[src/rtl/any1_picn_pkg.sv]
// any1_picn_pkg: shared definitions for the any1_picn interrupt controller.
// Holds register offsets, CUR field positions, the config word layout and
// a byte-lane merge helper for the 32-bit peripheral bus.
package any1_picn_pkg;

    // Register byte offsets
    localparam logic [7:0] ADR_PEND = 8'h00;
    localparam logic [7:0] ADR_ENAB = 8'h04;
    localparam logic [7:0] ADR_EDGE = 8'h08;
    localparam logic [7:0] ADR_CLR  = 8'h0C;
    localparam logic [7:0] ADR_CUR  = 8'h10;
    localparam logic [7:0] ADR_CFG  = 8'h80;

    // CUR register field positions
    localparam int unsigned CUR_VALID_BIT = 31;
    localparam int unsigned CUR_NMI_BIT   = 30;
    localparam int unsigned CUR_LVL_LSB   = 24;
    localparam int unsigned CUR_LVL_W     = 4;
    localparam int unsigned CUR_CAUSE_LSB = 16;
    localparam int unsigned CUR_CAUSE_W   = 8;
    localparam int unsigned CUR_IDX_LSB   = 0;
    localparam int unsigned CUR_IDX_W     = 5;

    // Per-source config word as it appears on the bus
    typedef struct packed {
        logic [23:0] cause;
        logic [7:0]  level;
    } picn_cfg_t;

    // Expand byte selects into a 32-bit lane mask
    function automatic logic [31:0] byte_mask(input logic [3:0] sel);
        logic [31:0] m;
        for (int b = 0; b < 4; b++) begin
            m[8*b +: 8] = {8{sel[b]}};
        end
        return m;
    endfunction

    // Replace only the selected byte lanes of old with wdat
    function automatic logic [31:0] byte_merge(input logic [31:0] old,
                                               input logic [31:0] wdat,
                                               input logic [3:0]  sel);
        logic [31:0] m;
        m = byte_mask(sel);
        return (old & ~m) | (wdat & m);
    endfunction

endpackage

[src/rtl/any1_picn_arb.sv]
// any1_picn_arb: combinational priority resolver.
// Picks the highest level among candidates; lowest index wins on ties.
// Built as a binary reduction tree, one generate level per tree stage.
// Ports: cand (candidate mask), levels (flattened per-source levels),
//        valid/index/level (winner).
module any1_picn_arb #(
    parameter int unsigned NSRC = 32,
    parameter int unsigned LVLW = 4,
    parameter int unsigned IDXW = 5
) (
    input  logic [NSRC-1:0]      cand,
    input  logic [NSRC*LVLW-1:0] levels,
    output logic                 valid,
    output logic [IDXW-1:0]      index,
    output logic [LVLW-1:0]      level
);

    localparam int unsigned DEPTH = (NSRC > 1) ? $clog2(NSRC) : 0;
    localparam int unsigned P     = 1 << DEPTH;

    for (genvar k = 0; k <= DEPTH; k++) begin : g_lvl
        localparam int unsigned N = P >> k;
        logic [N-1:0]      v;
        logic [N*LVLW-1:0] l;
        logic [N*IDXW-1:0] ix;

        if (k == 0) begin : g_leaf
            for (genvar j = 0; j < N; j++) begin : g_j
                if (j < NSRC) begin : g_real
                    assign v[j]              = cand[j];
                    assign l[j*LVLW +: LVLW] = levels[j*LVLW +: LVLW];
                end else begin : g_pad
                    assign v[j]              = 1'b0;
                    assign l[j*LVLW +: LVLW] = '0;
                end
                assign ix[j*IDXW +: IDXW] = IDXW'(j);
            end
        end else begin : g_node
            for (genvar j = 0; j < N; j++) begin : g_j
                // Right (higher index) child wins only on a strictly higher level
                logic take_r;
                assign take_r = g_lvl[k-1].v[2*j+1] &&
                                (!g_lvl[k-1].v[2*j] ||
                                 (g_lvl[k-1].l[(2*j+1)*LVLW +: LVLW] >
                                  g_lvl[k-1].l[(2*j)*LVLW +: LVLW]));
                assign v[j] = g_lvl[k-1].v[2*j] | g_lvl[k-1].v[2*j+1];
                assign l[j*LVLW +: LVLW] = take_r ? g_lvl[k-1].l[(2*j+1)*LVLW +: LVLW]
                                                  : g_lvl[k-1].l[(2*j)*LVLW +: LVLW];
                assign ix[j*IDXW +: IDXW] = take_r ? g_lvl[k-1].ix[(2*j+1)*IDXW +: IDXW]
                                                   : g_lvl[k-1].ix[(2*j)*IDXW +: IDXW];
            end
        end
    end

    assign valid = g_lvl[DEPTH].v[0];
    assign level = g_lvl[DEPTH].l[LVLW-1:0];
    assign index = g_lvl[DEPTH].ix[IDXW-1:0];

endmodule

[src/rtl/any1_picn.sv]
// any1_picn: parametrised interrupt controller on the 32-bit peripheral bus.
// NSRC sources, each with programmable level/cause and edge/level capture;
// drives the registered winner onto irq_o/cause_o.
// Optional feature macro: ANY1_PICN_NMI_EN (NMI output from nmi_i or any
// all-ones-level candidate; reported in CUR bit 30).
// Ports: clk_i/rst_i (sync, active-high); cs/cyc/stb/we/sel/adr/dat_i and
//        ack_o/dat_o bus; src_i sources; nmi_i; irq_o, cause_o, nmi_o.
module any1_picn
    import any1_picn_pkg::*;
#(
    parameter int unsigned NSRC   = 32,
    parameter int unsigned LVLW   = 4,
    parameter int unsigned CAUSEW = 8,
    parameter int unsigned SYNC   = 1
) (
    input  logic              clk_i,
    input  logic              rst_i,
    input  logic              cs_i,
    input  logic              cyc_i,
    input  logic              stb_i,
    output logic              ack_o,
    input  logic              we_i,
    input  logic [3:0]        sel_i,
    input  logic [7:0]        adr_i,
    input  logic [31:0]       dat_i,
    output logic [31:0]       dat_o,
    input  logic [NSRC-1:0]   src_i,
    input  logic              nmi_i,
    output logic [LVLW-1:0]   irq_o,
    output logic [CAUSEW-1:0] cause_o,
    output logic              nmi_o
);

    localparam int unsigned IDXW = (NSRC > 1) ? $clog2(NSRC) : 1;

    logic [NSRC-1:0]   s, s_prev, pending, enable, edge_mode, clr_bits, rise, pend_next, cand;
    logic [LVLW-1:0]   lvl_q   [NSRC];
    logic [CAUSEW-1:0] cause_q [NSRC];
    logic [NSRC*LVLW-1:0] lvl_flat;
    logic              cur_valid;
    logic [IDXW-1:0]   cur_index;
    logic              win_v;
    logic [IDXW-1:0]   win_i;
    logic [LVLW-1:0]   win_l;
    logic              acc, wr, hit_pend, hit_enab, hit_edge, hit_clr, hit_cur, hit_cfg;
    logic [5:0]        word_adr;
    logic [IDXW-1:0]   cfg_idx;
    picn_cfg_t         cfg_old, cfg_new;
    logic [31:0]       rdata;
    logic              top_any;
    logic              unused;

    // Optional two-flop synchroniser on the source inputs
    if (SYNC != 0) begin : g_sync
        logic [NSRC-1:0] meta, stab;
        always_ff @(posedge clk_i) begin
            if (rst_i) begin
                meta <= '0;
                stab <= '0;
            end else begin
                meta <= src_i;
                stab <= meta;
            end
        end
        assign s = stab;
    end else begin : g_nosync
        assign s = src_i;
    end

    // Bus decode; a write lands on the edge that raises ack_o
    always_comb begin
        acc      = cs_i & cyc_i & stb_i & ~ack_o;
        wr       = acc & we_i;
        word_adr = adr_i[7:2];
        hit_pend = (word_adr == ADR_PEND[7:2]);
        hit_enab = (word_adr == ADR_ENAB[7:2]);
        hit_edge = (word_adr == ADR_EDGE[7:2]);
        hit_clr  = (word_adr == ADR_CLR[7:2]);
        hit_cur  = (word_adr == ADR_CUR[7:2]);
        hit_cfg  = (adr_i[7] == ADR_CFG[7]) && (32'(adr_i[6:2]) < NSRC);
        cfg_idx  = IDXW'(adr_i[6:2]);
        clr_bits = (wr && hit_clr) ? NSRC'(dat_i & byte_mask(sel_i)) : '0;
    end

    // Capture: level bits follow s; edge bits set on rise (beats CLR)
    always_comb begin
        rise      = s & ~s_prev;
        pend_next = (edge_mode & ((pending & ~clr_bits) | rise)) | (~edge_mode & s);
        top_any   = 1'b0;
        lvl_flat  = '0;
        cand      = '0;
        for (int n = 0; n < NSRC; n++) begin
            lvl_flat[n*LVLW +: LVLW] = lvl_q[n];
            cand[n] = pending[n] & enable[n] & (lvl_q[n] != '0);
            if (cand[n] && (lvl_q[n] == '1)) top_any = 1'b1;
        end
    end

    any1_picn_arb #(.NSRC(NSRC), .LVLW(LVLW), .IDXW(IDXW)) u_arb (
        .cand   (cand),
        .levels (lvl_flat),
        .valid  (win_v),
        .index  (win_i),
        .level  (win_l)
    );

    // Read mux and config byte-lane merge
    always_comb begin
        rdata         = '0;
        cfg_old.cause = 24'(cause_q[cfg_idx]);
        cfg_old.level = 8'(lvl_q[cfg_idx]);
        cfg_new       = picn_cfg_t'(byte_merge(cfg_old, dat_i, sel_i));
        if (hit_pend)      rdata = 32'(pending);
        else if (hit_enab) rdata = 32'(enable);
        else if (hit_edge) rdata = 32'(edge_mode);
        else if (hit_cur) begin
            rdata[CUR_VALID_BIT]                  = cur_valid;
`ifdef ANY1_PICN_NMI_EN
            rdata[CUR_NMI_BIT]                    = nmi_o;
`endif
            rdata[CUR_LVL_LSB +: CUR_LVL_W]       = CUR_LVL_W'(irq_o);
            rdata[CUR_CAUSE_LSB +: CUR_CAUSE_W]   = CUR_CAUSE_W'(cause_o);
            rdata[CUR_IDX_LSB +: CUR_IDX_W]       = CUR_IDX_W'(cur_index);
        end else if (hit_cfg) rdata = cfg_old;
    end

    always_ff @(posedge clk_i) begin
        if (rst_i) begin
            ack_o     <= 1'b0;
            dat_o     <= '0;
            s_prev    <= '0;
            pending   <= '0;
            enable    <= '0;
            edge_mode <= '0;
            cur_valid <= 1'b0;
            cur_index <= '0;
            irq_o     <= '0;
            cause_o   <= '0;
            nmi_o     <= 1'b0;
            for (int n = 0; n < NSRC; n++) begin
                lvl_q[n]   <= '0;
                cause_q[n] <= '0;
            end
        end else begin
            ack_o   <= acc;
            dat_o   <= (acc && !we_i) ? rdata : '0;
            s_prev  <= s;
            pending <= pend_next;
            if (wr && hit_enab) enable    <= NSRC'(byte_merge(32'(enable), dat_i, sel_i));
            if (wr && hit_edge) edge_mode <= NSRC'(byte_merge(32'(edge_mode), dat_i, sel_i));
            if (wr && hit_cfg) begin
                lvl_q[cfg_idx]   <= LVLW'(cfg_new.level);
                cause_q[cfg_idx] <= CAUSEW'(cfg_new.cause);
            end
            // With no candidate the cause and index of the last winner are held
            cur_valid <= win_v;
            irq_o     <= win_v ? win_l : '0;
            if (win_v) begin
                cause_o   <= cause_q[win_i];
                cur_index <= win_i;
            end
`ifdef ANY1_PICN_NMI_EN
            nmi_o <= nmi_i | top_any;
`else
            nmi_o <= 1'b0;
`endif
        end
    end

`ifdef ANY1_PICN_NMI_EN
    assign unused = ^{adr_i[1:0]};
`else
    assign unused = ^{adr_i[1:0], nmi_i, top_any};
`endif

endmodule

[config.mk]
export PLATFORM = sky130hd
export DESIGN_NAME = any1_picn
export DESIGN_NICKNAME = d
export VERILOG_FILES = /design/src/rtl/any1_picn_pkg.sv /design/src/rtl/any1_picn_arb.sv /design/src/rtl/any1_picn.sv
export SDC_FILE = /design/constraint.sdc
export NUM_CORES = 2
export LEC_CHECK = 0
export BUFFER_PORTS_ARGS = -buffer_cell sky130_fd_sc_hd__buf_2
export CORE_ASPECT_RATIO = 2
export CORE_MARGIN = 8
export CORE_UTILIZATION = 60
export CTS_BUF_LIST = sky130_fd_sc_hd__clkbuf_8
export DETAILED_ROUTE_END_ITERATION = 16
export GPL_ROUTABILITY_DRIVEN = 0
export PLACE_DENSITY = 0.8
export SLEW_MARGIN = 20
export SYNTH_ARGS = -nofsm -noshare
export SYNTH_HDL_FRONTEND = slang
export SYNTH_SLANG_ARGS = --single-unit
[constraint.sdc]
create_clock -name clk_i -period 10.8 [get_ports clk_i]
set_input_delay 1.08 -clock clk_i [delete_from_list [all_inputs] [get_ports clk_i]]
set_output_delay 1.08 -clock clk_i [all_outputs]
set_load 0.03 [all_outputs]
==> flow_metrics.py <==
metrics = {
    "worst_setup_path": {
        "worst_path_max_delay_cell": "a2111oi_1",
        "crit_required_ns": 11.40,
        "startpoint_type": "register",
        "path_class": "register to register",
        "crit_fanout": 17,
        "path_common_cell": "a21oi_1",
        "worstPathArrival_ns": 10.94,
        "endpoint_kind": "register",
        "critPathMaxStageDelay_ns": 0.49,
    },
    "clocking": {
        "clockRootBuffer": "clkbuf_8",
        "cts_hold_buf": 0,
        "clock-sinks": 627,
        "clkLatencyLatePin_ns": 0.73,
        "clk_pin_slew_ns": 0.07,
        "cts_buffers": 82,
        "clk_path_buf_depth": 3,
        "cts_tree": "built",
        "htreeDepth": 3,
    },
    "synth": {
        "muxShareOfSynthArea_pct": 12.7,
        "synth_xor_area_share_pct": 0.130,
        "synth_compound_area_share_pct": 11.9,
        "ys_seq_area_share_pct": 48.9,
        "ys_warn_count": 0,
        "synth_top_family_by_area": "simple AND/OR/NAND/NOR gates",
        "synth_cells": 3252,
        "netlist_top_cells_area": "edfxtp_1, dfxtp_1, mux4_2",
        "syn_area_per_cell_um2": 10.3,
        "netlist_top_cells_count": "nor2_1, edfxtp_1, nand2_1",
        "synth-simple-area-share_pct": 17.9,
        "synthArstFlopShare_pct": 0,
        "dominantRegCellSynth": "edfxtp_1",
        "synth_fp_nets": 3452,
        "synth_most_common_cell": "nor2_1",
        "synth_largest_area_cell": "edfxtp_1",
        "synth_top_area_share_pct": 34.4,
        "synthAdderAreaFrac_pct": 4.39,
        "synth_cell_types": 95,
        "synth_edf_count": 384,
        "syn_area_um2": 33600,
        "ys_seq_elements": 627,
    },
    "timing": {
        "max_freq_mhz": 96.7,
        "period_minus_slack_ns": 10.34,
        "hold_violations": 0,
        "whs_ns": 0.437,
        "fin_crit_sh_pct": 95.7,
        "skew_ns": 0.0541,
        "setup_viol": 0,
        "setup_tns_ns": 0,
        "slew_viol_final": 0,
        "slew_headroom_pct": 26.7,
        "tightestPinTransition_ns": 1.09,
    },
    "global_routing": {
        "grt_usage_pct": 34.1,
        "grt_pass1_wl_um": 165000,
        "grt-ovfl-total": 0,
        "grt_pass1_vias": 28700,
        "grt_max_degree": 100,
        "antenna_found_initial": 8,
    },
    "layout": {
        "layout.nets": 3513,
        "final_util_pct": 66.9,
        "n_fill_cell": 3960,
        "drive_above_1_share_pct": 16.4,
        "syn_to_final_growth_pct": 10.1,
    },
    "routing": {
        "viasPerCell": 6.87,
        "ant_nets": 0,
        "drt_first_iter_violations": 3875,
        "drt-total-wl_um": 110000,
        "routed-via-count": 28400,
        "dr.pass1.iters": 9,
        "wire_per_inst_um": 26.7,
        "route.detailed.drc": 0,
    },
    "floorplanning": {
        "ios": 129,
        "die_w_um": 183,
        "die_area_um2": 64200,
        "die_h_um": 350,
        "core_um2": 55300,
        "num_rows": 122,
        "initial_utilization_pct": 60.7,
    },
    "power": {
        "ir_worst_vdd_mv": 0.0918,
        "finalPower_mw": 4.98,
        "powerDensity_nw_per_um2": 135,
        "leakage_nw": 13.8,
    },
    "min_path": {
        "min-delay-path-class": "register to register",
    },
    "outcome": {
        "status": "complete, no violations",
    },
    "flow_run": {
        "cap_violations": 0,
    },
    "placed_design": {
        "place_hpwl_um": 75200,
        "port_buffers": 124,
    },
}
-- final timing paths --
check	end	depth (start not counted)	slack, ns	startpoint
worst min register to register	g_sync.stab[9]	1	0.44	g_sync.meta[9]
worst max-delay path	cause_o[6]	48	0.46	lvl_q[16][1]
worst min-delay path	g_sync.stab[9]	1	0.44	g_sync.meta[9]
worst max register to register	cause_o[6]	48	0.46	lvl_q[16][1]
-- cell families after synthesis --
logic type / after synthesis
mux: 266
flops: 627
buf+inv: 340
other cells: 1
simple gates: 1297
xor+xnor: 5
compound gates: 598
fa+ha+maj: 118
-- layout by cell type, fill, tap and decap left out, types with 65 or more instances in the layout --
cell type,instances
nand2_1,275
mux4_2,120
dfxtp_1,243
nor2b_1,124
a21oi_1,164
nand3_1,183
ha_1,117
buf_2,121
buf_4,65
inv_1,126
mux2i_1,76
o21ai_0,130
nor2_1,501
edfxtp_1,384
clkbuf_8,89
-- per-layer routing --
layer  vias up  GRT usage (%)  routed length [µm]
met3       672           8.12               12100
li1      12000              -                   -
met2      2294           58.3               53400
met1     13300           35.9               34100
met4         8           25.9               10400
met5         -              0                  49
-- final cells by class --
class / instances / area (µm²) / share of cell area, %
timing repair buffer: 206 / 1490 / 4.04
antenna: 11 / 27.5 / 0.0745
inverter: 111 / 417 / 1.13
clock buffer: 89 / 1220 / 3.31
sequential: 627 / 16400 / 44.4
multi-input combinational: 2285 / 16100 / 43.5
tap: 744 / 931 / 2.52
clock inverter: 53 / 405 / 1.10
-- report_power, final --
part	switching, mW	internal, mW
logic	0.327	0.187
registers	0.0468	2.60
clock network	0.908	0.909
-- stage by stage --
stage	area [µm²]	cells	setup slack [ns]
finish	37000	4126	0.461
global route	36900	4116	-0.0550
CTS	36600	4100	0.0780
detailed placement	35000	3958	-0.232
global placement	35000	3958	0.230
floorplan	33600	3252	1.75
-- worst max-delay path: cells and delay by family, from the launching register on --
kind | cells | cell delay (ns)
compound gates | 20 | 4.09
simple gates | 14 | 2.40
fa+ha+maj | 6 | 1.73
buf+inv | 6 | 0.90
mux | 2 | 0.68
flops | 1 | 0.41
-- timing repair --
action | CTS | global route
buffers inserted | 0 | 8
pin swaps | 0 | 5
setup endpoints to repair | 8 | 9
gates cloned | 0 | 1
resized for setup | 1 | 30
(Power assumes the default switching activity.)
